==> config.mk <==
export PLATFORM = sky130hd
export DESIGN_NAME = text_line_scheduler_flat
export DESIGN_NICKNAME = d
export VERILOG_FILES = /design/src/rtl/text_line_scheduler_if.sv /design/src/rtl/text_line_scheduler.sv /design/src/flat_wrapper.sv
export SDC_FILE = /design/constraint.sdc
export NUM_CORES = 1
export LEC_CHECK = 0
export CAP_MARGIN = 10
export CORE_MARGIN = 2
export CORE_UTILIZATION = 65
export CTS_CLUSTER_DIAMETER = 30
export DETAILED_ROUTE_END_ITERATION = 6
export PLACE_DENSITY = 0.86
export SYNTH_ARGS = -nofsm -noshare
export SYNTH_HDL_FRONTEND = slang
export SYNTH_SLANG_ARGS = --single-unit
==> constraint.sdc <==
create_clock -name clk -period 7.2 [get_ports clk]
set_clock_uncertainty 0.05 [all_clocks]
set_input_delay 1.44 -clock clk [delete_from_list [all_inputs] [get_ports clk]]
set_output_delay 1.44 -clock clk [all_outputs]
set_load 0.05 [all_outputs]
==> src/rtl/text_line_scheduler_if.sv <==
// Write-request bundle for text_line_scheduler: two valid/ready ports,
// A (score text) and B (timer/level text).
interface text_line_scheduler_if;
  logic       reqA_valid;
  logic [3:0] reqA_idx;
  logic [6:0] reqA_char;
  logic       reqA_ready;
  logic       reqB_valid;
  logic [3:0] reqB_idx;
  logic [6:0] reqB_char;
  logic       reqB_ready;

  modport master (
    output reqA_valid, reqA_idx, reqA_char,
    output reqB_valid, reqB_idx, reqB_char,
    input  reqA_ready, reqB_ready
  );

  modport slave (
    input  reqA_valid, reqA_idx, reqA_char,
    input  reqB_valid, reqB_idx, reqB_char,
    output reqA_ready, reqB_ready
  );
endinterface

==> src/rtl/text_line_scheduler.sv <==
// Double-buffered text line with round-robin writers and frame-synced commit.
// Optional macro TEXT_SCALE2_EN draws glyphs at 2x scale.
module text_line_scheduler #(
  parameter int TOP_X     = 16,
  parameter int TOP_Y     = 8,
  parameter int NUM_CHARS = 16
) (
  input  logic        clk,
  input  logic        resetN,
  input  logic        startOfFrame,
  input  logic [10:0] pixelX,
  input  logic [10:0] pixelY,
  text_line_scheduler_if.slave req,
  output logic [6:0]  char_code,
  output logic [2:0]  row_idx,
  output logic [2:0]  col_idx,
  output logic        insideText
);

  localparam logic [6:0] CHAR_NULL = 7'h00;
  localparam logic [0:0] IDLE      = 1'b0;
  localparam logic [0:0] COMMIT    = 1'b1;

`ifdef TEXT_SCALE2_EN
  localparam int SHIFT = 4;
`else
  localparam int SHIFT = 3;
`endif
  localparam int SPAN_X = NUM_CHARS << SHIFT;
  localparam int SPAN_Y = 1 << SHIFT;

  logic [6:0]  shadow [16];
  logic [6:0]  active [16];
  logic [0:0]  state;
  logic        dirty;
  logic        rr_a;
  logic [3:0]  cnt;

  logic        idle_rdy;
  logic        both;
  logic        grant_a;
  logic        grant_b;
  logic        wr_ok;
  logic [3:0]  wr_idx;
  logic [6:0]  wr_char;

  assign idle_rdy = resetN && (state == IDLE);
  assign both     = req.reqA_valid && req.reqB_valid;

  // On contention the port favoured by rr_a wins; the other sees ready=0.
  assign req.reqA_ready = idle_rdy && !(both && !rr_a);
  assign req.reqB_ready = idle_rdy && !(both && rr_a);

  assign grant_a = req.reqA_valid && req.reqA_ready;
  assign grant_b = req.reqB_valid && req.reqB_ready;
  assign wr_idx  = grant_a ? req.reqA_idx : req.reqB_idx;
  assign wr_char = grant_a ? req.reqA_char : req.reqB_char;
  assign wr_ok   = (grant_a || grant_b)
                && ({1'b0, wr_idx} < 5'(NUM_CHARS));

  always_ff @(posedge clk) begin
    if (!resetN) begin
      for (int i = 0; i < 16; i++) begin
        shadow[i] <= CHAR_NULL;
        active[i] <= CHAR_NULL;
      end
      state <= IDLE;
      dirty <= 1'b0;
      rr_a  <= 1'b1;
      cnt   <= 4'd0;
    end else begin
      if (grant_a)
        rr_a <= 1'b0;
      else if (grant_b)
        rr_a <= 1'b1;
      if (wr_ok) begin
        shadow[wr_idx] <= wr_char;
        dirty          <= 1'b1;
      end
      unique case (state)
        IDLE: begin
          if (startOfFrame && dirty) begin
            state <= COMMIT;
            cnt   <= 4'd0;
          end
        end
        COMMIT: begin
          active[cnt] <= shadow[cnt];
          cnt         <= cnt + 4'd1;
          if (cnt == 4'(NUM_CHARS - 1)) begin
            state <= IDLE;
            dirty <= 1'b0;
          end
        end
        default: state <= IDLE;
      endcase
    end
  end

  logic [11:0] dx;
  logic [11:0] dy;
  logic        in_x;
  logic        in_y;
  logic [3:0]  slot;
  logic [2:0]  col;
  logic [2:0]  row;

  // Compare before subtracting so pixels left/above the line never wrap in.
  always_comb begin
    dx   = {1'b0, pixelX} - 12'(TOP_X);
    dy   = {1'b0, pixelY} - 12'(TOP_Y);
    in_x = ({1'b0, pixelX} >= 12'(TOP_X)) && (dx < 12'(SPAN_X));
    in_y = ({1'b0, pixelY} >= 12'(TOP_Y)) && (dy < 12'(SPAN_Y));
`ifdef TEXT_SCALE2_EN
    slot = dx[7:4];
    col  = dx[3:1];
    row  = dy[3:1];
`else
    slot = dx[6:3];
    col  = dx[2:0];
    row  = dy[2:0];
`endif
  end

  always_ff @(posedge clk) begin
    if (!resetN) begin
      char_code  <= CHAR_NULL;
      row_idx    <= 3'd0;
      col_idx    <= 3'd0;
      insideText <= 1'b0;
    end else if (in_x && in_y) begin
      char_code  <= active[slot];
      row_idx    <= row;
      col_idx    <= col;
      insideText <= 1'b1;
    end else begin
      char_code  <= CHAR_NULL;
      row_idx    <= 3'd0;
      col_idx    <= 3'd0;
      insideText <= 1'b0;
    end
  end

endmodule

==> src/flat_wrapper.sv <==
// flat-port wrapper written by rule: the top's interface ports become plain ports
module text_line_scheduler_flat 
#(
  parameter int TOP_X     = 16,
  parameter int TOP_Y     = 8,
  parameter int NUM_CHARS = 16
)
  (clk, resetN, startOfFrame, pixelX, pixelY, char_code, row_idx, col_idx, insideText, req_reqA_valid, req_reqA_idx, req_reqA_char, req_reqB_valid, req_reqB_idx, req_reqB_char, req_reqA_ready, req_reqB_ready);
  text_line_scheduler_if req_i ();
  input  logic clk;
  input  logic resetN;
  input  logic startOfFrame;
  input  logic [10:0] pixelX;
  input  logic [10:0] pixelY;
  output logic [6:0] char_code;
  output logic [2:0] row_idx;
  output logic [2:0] col_idx;
  output logic insideText;
  input wire logic [$bits(req_i.reqA_valid)-1:0] req_reqA_valid;
  input wire logic [$bits(req_i.reqA_idx)-1:0] req_reqA_idx;
  input wire logic [$bits(req_i.reqA_char)-1:0] req_reqA_char;
  input wire logic [$bits(req_i.reqB_valid)-1:0] req_reqB_valid;
  input wire logic [$bits(req_i.reqB_idx)-1:0] req_reqB_idx;
  input wire logic [$bits(req_i.reqB_char)-1:0] req_reqB_char;
  output wire logic [$bits(req_i.reqA_ready)-1:0] req_reqA_ready;
  output wire logic [$bits(req_i.reqB_ready)-1:0] req_reqB_ready;
  assign req_i.reqA_valid = req_reqA_valid;
  assign req_i.reqA_idx = req_reqA_idx;
  assign req_i.reqA_char = req_reqA_char;
  assign req_i.reqB_valid = req_reqB_valid;
  assign req_i.reqB_idx = req_reqB_idx;
  assign req_i.reqB_char = req_reqB_char;
  assign req_reqA_ready = req_i.reqA_ready;
  assign req_reqB_ready = req_i.reqB_ready;
  text_line_scheduler #(.TOP_X(TOP_X), .TOP_Y(TOP_Y), .NUM_CHARS(NUM_CHARS)) u_core (.clk(clk), .resetN(resetN), .startOfFrame(startOfFrame), .pixelX(pixelX), .pixelY(pixelY), .req(req_i), .char_code(char_code), .row_idx(row_idx), .col_idx(col_idx), .insideText(insideText));
endmodule
==> results.yml, run 1 <==
outcome:
  status: "finished, violations left"
  violations: "design-rule violations"
grt:
  grt_pass1_wl_mm: 49.5
  track_usage_pct: 33.0
  grt_pass1_vias: 8731
  antenna_found_initial: 0
  grt_start_max_net_pins: 43
  grt-ovfl-total: 0
setup_path:
  crit_top_cell: "clkdlybuf4s50_1"
  cp-end-kind: "output pin"
  arrival_ns: 3.57
  crit_slowest_cell: "clkdlybuf4s50_1"
  start_kind: "input pin"
  critPathMaxFanout: 42
  critPathKind: "input pin to output pin"
  worstPathCellList: "clkdlybuf4s50_1, buf_4, and2b_4, o31a_1, clkdlybuf4s50_1"
  slowest_delay_ns: 0.81
  r2r_slack_ns: 3.73
  crit_required_ns: 5.71
layout:
  utilization_pct: 77.7
  synthToLayoutAreaGrowth_pct: 16.6
  layout.nets: 969
  antenna_cells: 0
  final_common_cell: "edfxtp_1"
  drive_gt1_share_pct: 17.2
  mostFrequentLayoutCells: "edfxtp_1 (224), nor3_1 (113), o22ai_1 (112)"
  fill_cells: 1003
floorplan:
  die_y_microns: 140
  design.die.area_sq_mm: 0.0196
  die_width_microns: 140
  start_util_pct: 66.6
  ios: 65
  core_area_sq_mm: 0.0181
  num_rows: 49
clock_tree:
  cts_max_level: 2
  clock-sinks: 249
  cts_resized: 0
  cts_tree: "yes"
  clkLatencyLatePin_ns: 0.53
  cts_hold_buf: 0
  postCtsSetupBuffers: 0
  clockBufferDepth: 3
  clk_pin_slew_ns: 0.05
  numCtsBuffers: 43
  cts_root_buf: "clkbuf_16"
synthesis:
  avgSynthCellArea_sq_um: 13.9
  ys_dominant_reg_cell: "edfxtp_1"
  synth_edf_count: 224
  ys_ff_latch: 249
  synth_cells: 868
  synthDistinctLibCells: 56
  ys_warn_count: 0
  syn_area_sq_mm: 0.0120
  ys_seq_area_share_pct: 60.0
  synthArstFlopShare_pct: 0
  synth_nets: 923
placement:
  port_buffers: 64
  globalplace.congestion: 0.939
  dp_hpwl_mm: 19.3
  pre_cts_slack_ns: 2.04
timing:
  fin_crit_ns: 5.06
  fmax_mhz: 198
  fin_crit_sh_pct: 70.3
  final.setup.worst_slack_ns: 2.14
  holdWs_ns: 0.473
  hold_viol_final: 0
  tightest_slew_ns: 1.27
  tns_ns: 0
  slew_headroom_pct: 14.6
  drv_slew: 0
  rsz0062_at_grt: "no"
  setup_viol: 0
pwr:
  p_per_area_mw_per_mm2: 285
  total_power_mw: 4.01
  p_leak_nw: 4.61
  ir_drop_mv: 0.229
routing:
  routed_wl_mm: 31.6
  drt_iter0_drc: 1334
  drt-wirelength-per-cell_microns: 26.8
  drc: 10
  via_count: 8542
  routed_via_density: 7.26
  ant_nets: 0
  drtPass1Iterations: 7
run:
  max_cap_violations: 0
min_path:
  min_path_type: "register to register"
[layout make-up]
type / count / area [sq um] / share of cell area (%)
Clock inverter: 31 / 304 / 2.16
Clock buffer: 48 / 1150 / 8.17
Multi-Input combinational cell: 531 / 4310 / 30.7
Inverter: 13 / 48.8 / 0.347
Tap cell: 229 / 287 / 2.04
Timing Repair Buffer: 76 / 726 / 5.17
Sequential cell: 249 / 7230 / 51.5
[final timing paths]
kind / from / end / cells past startpoint
worst max register to register: u_core.state$_SDFF_PN0_ / u_core.shadow[15][2]$_SDFFCE_PN0P_ / 4
worst min-delay path: u_core.dirty$_SDFF_PN0_ / u_core.dirty$_SDFF_PN0_ / 2
worst min register to register: u_core.dirty$_SDFF_PN0_ / u_core.dirty$_SDFF_PN0_ / 2
worst max-delay path: resetN / req_reqA_ready / 5
[report_power, final]
part / total [mW] / internal, mW / switching (mW) / leakage [nW]
combinational: 0.322 / 0.114 / 0.208 / 1.39
sequential: 1.66 / 1.63 / 0.0289 / 2.52
clock: 2.02 / 1.33 / 0.698 / 0.703
total: 4.01 / 3.07 / 0.935 / 4.61
[registers in the layout (all words and copies together), names as in the netlist, named ones only]
signal and cells:
u_core.active 112, u_core.shadow 112, u_core.char_code 7, u_core.cnt 4, u_core.col_idx 3, u_core.row_idx 3, u_core.dirty 1, u_core.insideText 1
u_core.rr_a 1, u_core.state 1
[metrics by stage]
step | instance area, sq um | cells
5_1_grt | 14000 | 1177
3_3_place_gp | 12600 | 1098
3_5_place_dp | 12600 | 1098
6_report | 14000 | 1177
2_1_floorplan | 12000 | 868
4_1_cts | 14000 | 1177
[logic make-up after synthesis]
| kind of cell | share of synthesized area [%] |
|---|---|
| flip-flops | 60.0 |
| AND/OR/NAND/NOR | 9.48 |
| AO/OA/AOI/OAI | 10.8 |
| multiplexers | 14.5 |
| buffers and inverters | 4.47 |
| adder cells (fa/ha/maj) | 0.623 |
| XOR/XNOR | 0.218 |
[cells in the mapped netlist, drive strengths merged (6+ instances only)]
| master | number | area share (%) |
|---|---|---|
| a221oi | 8 | 0.58 |
| nor2 | 22 | 0.69 |
| edfxtp | 224 | 56 |
| o21ai | 48 | 2.0 |
| inv | 13 | 0.40 |
| nand2 | 48 | 1.5 |
| nand2b | 8 | 0.42 |
| dfxtp | 25 | 4.2 |
| ha | 6 | 0.62 |
| and2 | 10 | 0.52 |
| mux2i | 47 | 6.1 |
| nor3 | 113 | 4.7 |
| mux4 | 42 | 8.1 |
| nor4 | 6 | 0.31 |
| o22ai | 115 | 6.1 |
| clkbuf | 24 | 0.75 |
| nor2b | 12 | 0.62 |
| buf | 51 | 3.3 |
[metal layers]
metal	track usage [%]	wire, microns	vias up	share of wire, %
met3	8.34	3680	143	12
met2	57.4	16300	744	52
li1	-	-	3588	-
met5	0	0	-	0
met4	15.0	1420	0	4.5
met1	39.1	10100	4067	32
[worst max-delay path, delay by kind of cell]
kind / cells / cell delay, ns
buffers and inverters: 3 / 1.65
and+or+nand+nor: 1 / 0.28
AOI/OAI and AO/OA: 1 / 0.18
No activity file was read; power rests on OpenSTA's default activity.
==> run 2: changes to the inputs <==
--- a/config.mk
+++ b/config.mk
@@ -7,10 +7,10 @@
 export LEC_CHECK = 0
 export CAP_MARGIN = 10
 export CORE_MARGIN = 2
-export CORE_UTILIZATION = 65
+export CORE_UTILIZATION = 60
 export CTS_CLUSTER_DIAMETER = 30
 export DETAILED_ROUTE_END_ITERATION = 6
-export PLACE_DENSITY = 0.86
+export PLACE_DENSITY = 0.8
 export SYNTH_ARGS = -nofsm -noshare
 export SYNTH_HDL_FRONTEND = slang
 export SYNTH_SLANG_ARGS = --single-unit
==> constraint.sdc (replaced) <==
create_clock -name clk -period 4.7 [get_ports clk]
set_clock_uncertainty 0.05 [all_clocks]
set_input_delay 0.94 -clock clk [delete_from_list [all_inputs] [get_ports clk]]
set_output_delay 0.94 -clock clk [all_outputs]
set_load 0.05 [all_outputs]
==> run 2 against run 1 <==
Against the previous run: the run now ends clean; clock-buffer cell count did not move; non-clock buffer count rose by 6; worst hold slack improved by 0.0071 ns; combinational power rose by 53%; final cell count rose by 3.4%; flip-flop and latch count did not move; utilization fell by 5.7 points; critical path type is now input pin to register; largest cell class unchanged.
==> results.yml, run 2 (synthesized netlist as in run 1, its figures left out) <==
outcome:
  status: "finished, final reports clean"
floorplan:
  start_util_pct: 61.5
  die_y_microns: 146
  die_width_microns: 146
  ios: 65
  num_rows: 51
  core_area_sq_mm: 0.0196
  design.die.area_sq_mm: 0.0212
clock_tree:
  clk_pin_slew_ns: 0.04
  numCtsBuffers: 42
  cts_hold_buf: 0
  clockBufferDepth: 3
  cts_root_buf: "clkbuf_16"
  postCtsSetupBuffers: 0
  cts_resized: 0
  clkLatencyLatePin_ns: 0.53
  cts_max_level: 2
  cts_tree: "yes"
  clock-sinks: 249
layout:
  layout.nets: 974
  reg_top3: "u_core.active x112, u_core.shadow x112, u_core.char_code x7"
  synthToLayoutAreaGrowth_pct: 17.0
  fill_cells: 1239
  drive_gt1_share_pct: 17.9
  mostFrequentLayoutCells: "edfxtp_1 (224), nor3_1 (113), o22ai_1 (112)"
  design_area_sq_mm: 0.0141
  antenna_cells: 0
  final_common_cell: "edfxtp_1"
min_path:
  min_path_type: "register to register"
  min-delay-start: "u_core.dirty$_SDFF_PN0_"
  holdPathEnd: "u_core.dirty$_SDFF_PN0_"
  worstHoldPathCells: 2
placement:
  dp_hpwl_mm: 19.0
  port_buffers: 64
  postPlaceCellArea_sq_mm: 0.0127
  globalplace.congestion: 0.889
routing:
  ant_nets: 0
  drt_iter0_drc: 1102
  via_count: 8293
  routed_wl_mm: 29.5
  drc: 0
  drt-wirelength-per-cell_microns: 24.3
  drtPass1Iterations: 5
  routed_via_density: 6.81
grt:
  grt_pass1_wl_mm: 46.4
  track_usage_pct: 28.1
  antenna_found_initial: 0
  grt_pass1_vias: 8363
  grt-ovfl-total: 0
  grt_start_max_net_pins: 41
timing:
  rsz0062_at_grt: "no"
  tightest_slew_ns: 1.22
  fin_crit_sh_pct: 74.1
  slew_headroom_pct: 18.0
  setup_viol: 0
  fin_crit_ns: 3.48
  drv_slew: 0
  tns_ns: 0
  hold_viol_final: 0
  fmax_mhz: 287
pwr:
  p_leak_nw: 4.63
  p_per_area_mw_per_mm2: 427
  ir_drop_mv: 0.300
setup_path:
  critPathKind: "input pin to register"
  worstReg2RegEnd: "u_core.shadow[8][2]$_SDFFCE_PN0P_"
  crit_required_ns: 4.77
  critPathMaxFanout: 19
  r2r_slack_ns: 1.68
  r2r_start: "u_core.state$_SDFF_PN0_"
  arrival_ns: 3.56
  start_kind: "input pin"
  reg2reg_depth: 4
  cp-end-kind: "register"
run:
  max_cap_violations: 0
==> run 2: cell count changes in the layout (fill, tap and decap cells not counted), sizes merged <==
cell,previous run,this run
clkinvlp,6,3
bufinv,5,3
buf,13,20
clkbuf,48,49
clkinv,19,16
clkdlybuf4s50,63,61
inv,14,20
==> run 2: layer usage <==
layer	part of all wire, %	GRT usage [%]
met1	35	35.0
met2	51	47.7
met3	9.9	6.30
met4	4.0	12.0
met5	0	0
==> run 2: through the flow <==
step / util [%] / std cells / worst slack (ns) / hold slack (ns) / power (mW)
6_report: 71.9 / 1217 / 1.22 / 0.480 / 6.02
5_1_grt: 71.9 / 1217 / 1.04 / 0.530 / 6.17
4_1_cts: 71.9 / 1216 / 1.25 / 0.482 / 6.02
3_5_place_dp: 64.8 / 1139 / 0.769 / 0.448 / 3.06
3_3_place_gp: 64.8 / 1139 / 0.995 / 0.451 / 3.04
2_1_floorplan: - / 868 / 1.82 / 0.413 / 2.90
==> run 2: how the worst max path moves through the flow <==
stage                                                   end      startpoint  slack [ns]
after global routing      u_core.shadow[8][2]$_SDFFCE_PN0P_  req_reqA_valid        1.04
final                     u_core.shadow[8][2]$_SDFFCE_PN0P_  req_reqA_valid        1.22
after global placement    u_core.shadow[0][0]$_SDFFCE_PN0P_  req_reqA_valid         1.0
after detailed placement  u_core.shadow[0][1]$_SDFFCE_PN0P_  req_reqA_valid        0.77
after floorplan                              req_reqB_ready          resetN        1.82
after CTS                 u_core.shadow[8][2]$_SDFFCE_PN0P_  req_reqA_valid        1.25
==> run 2: where the power goes <==
group | internal, mW | switching [mW]
Sequential | 2.50 | 0.0412
Combinational | 0.180 | 0.313
Clock | 1.91 | 1.08
==> run 2: worst max-delay path, cell delays in order <==
cell and delay (ns):
clkdlybuf4s50_1 0.63, inv_2 0.13, a21oi_1 0.51, o21ai_2 0.39, o21ai_0 0.94
==> run 2: area by class of cell <==
class                           count  area [sq um]  area share [%]
Timing Repair Buffer               82           778            5.52
Clock inverter                     29           274            1.94
Inverter                           13          48.8           0.346
Tap cell                          265           332            2.35
Multi-Input combinational cell    531          4310            30.6
Clock buffer                       48          1130            7.99
Sequential cell                   249          7230            51.3
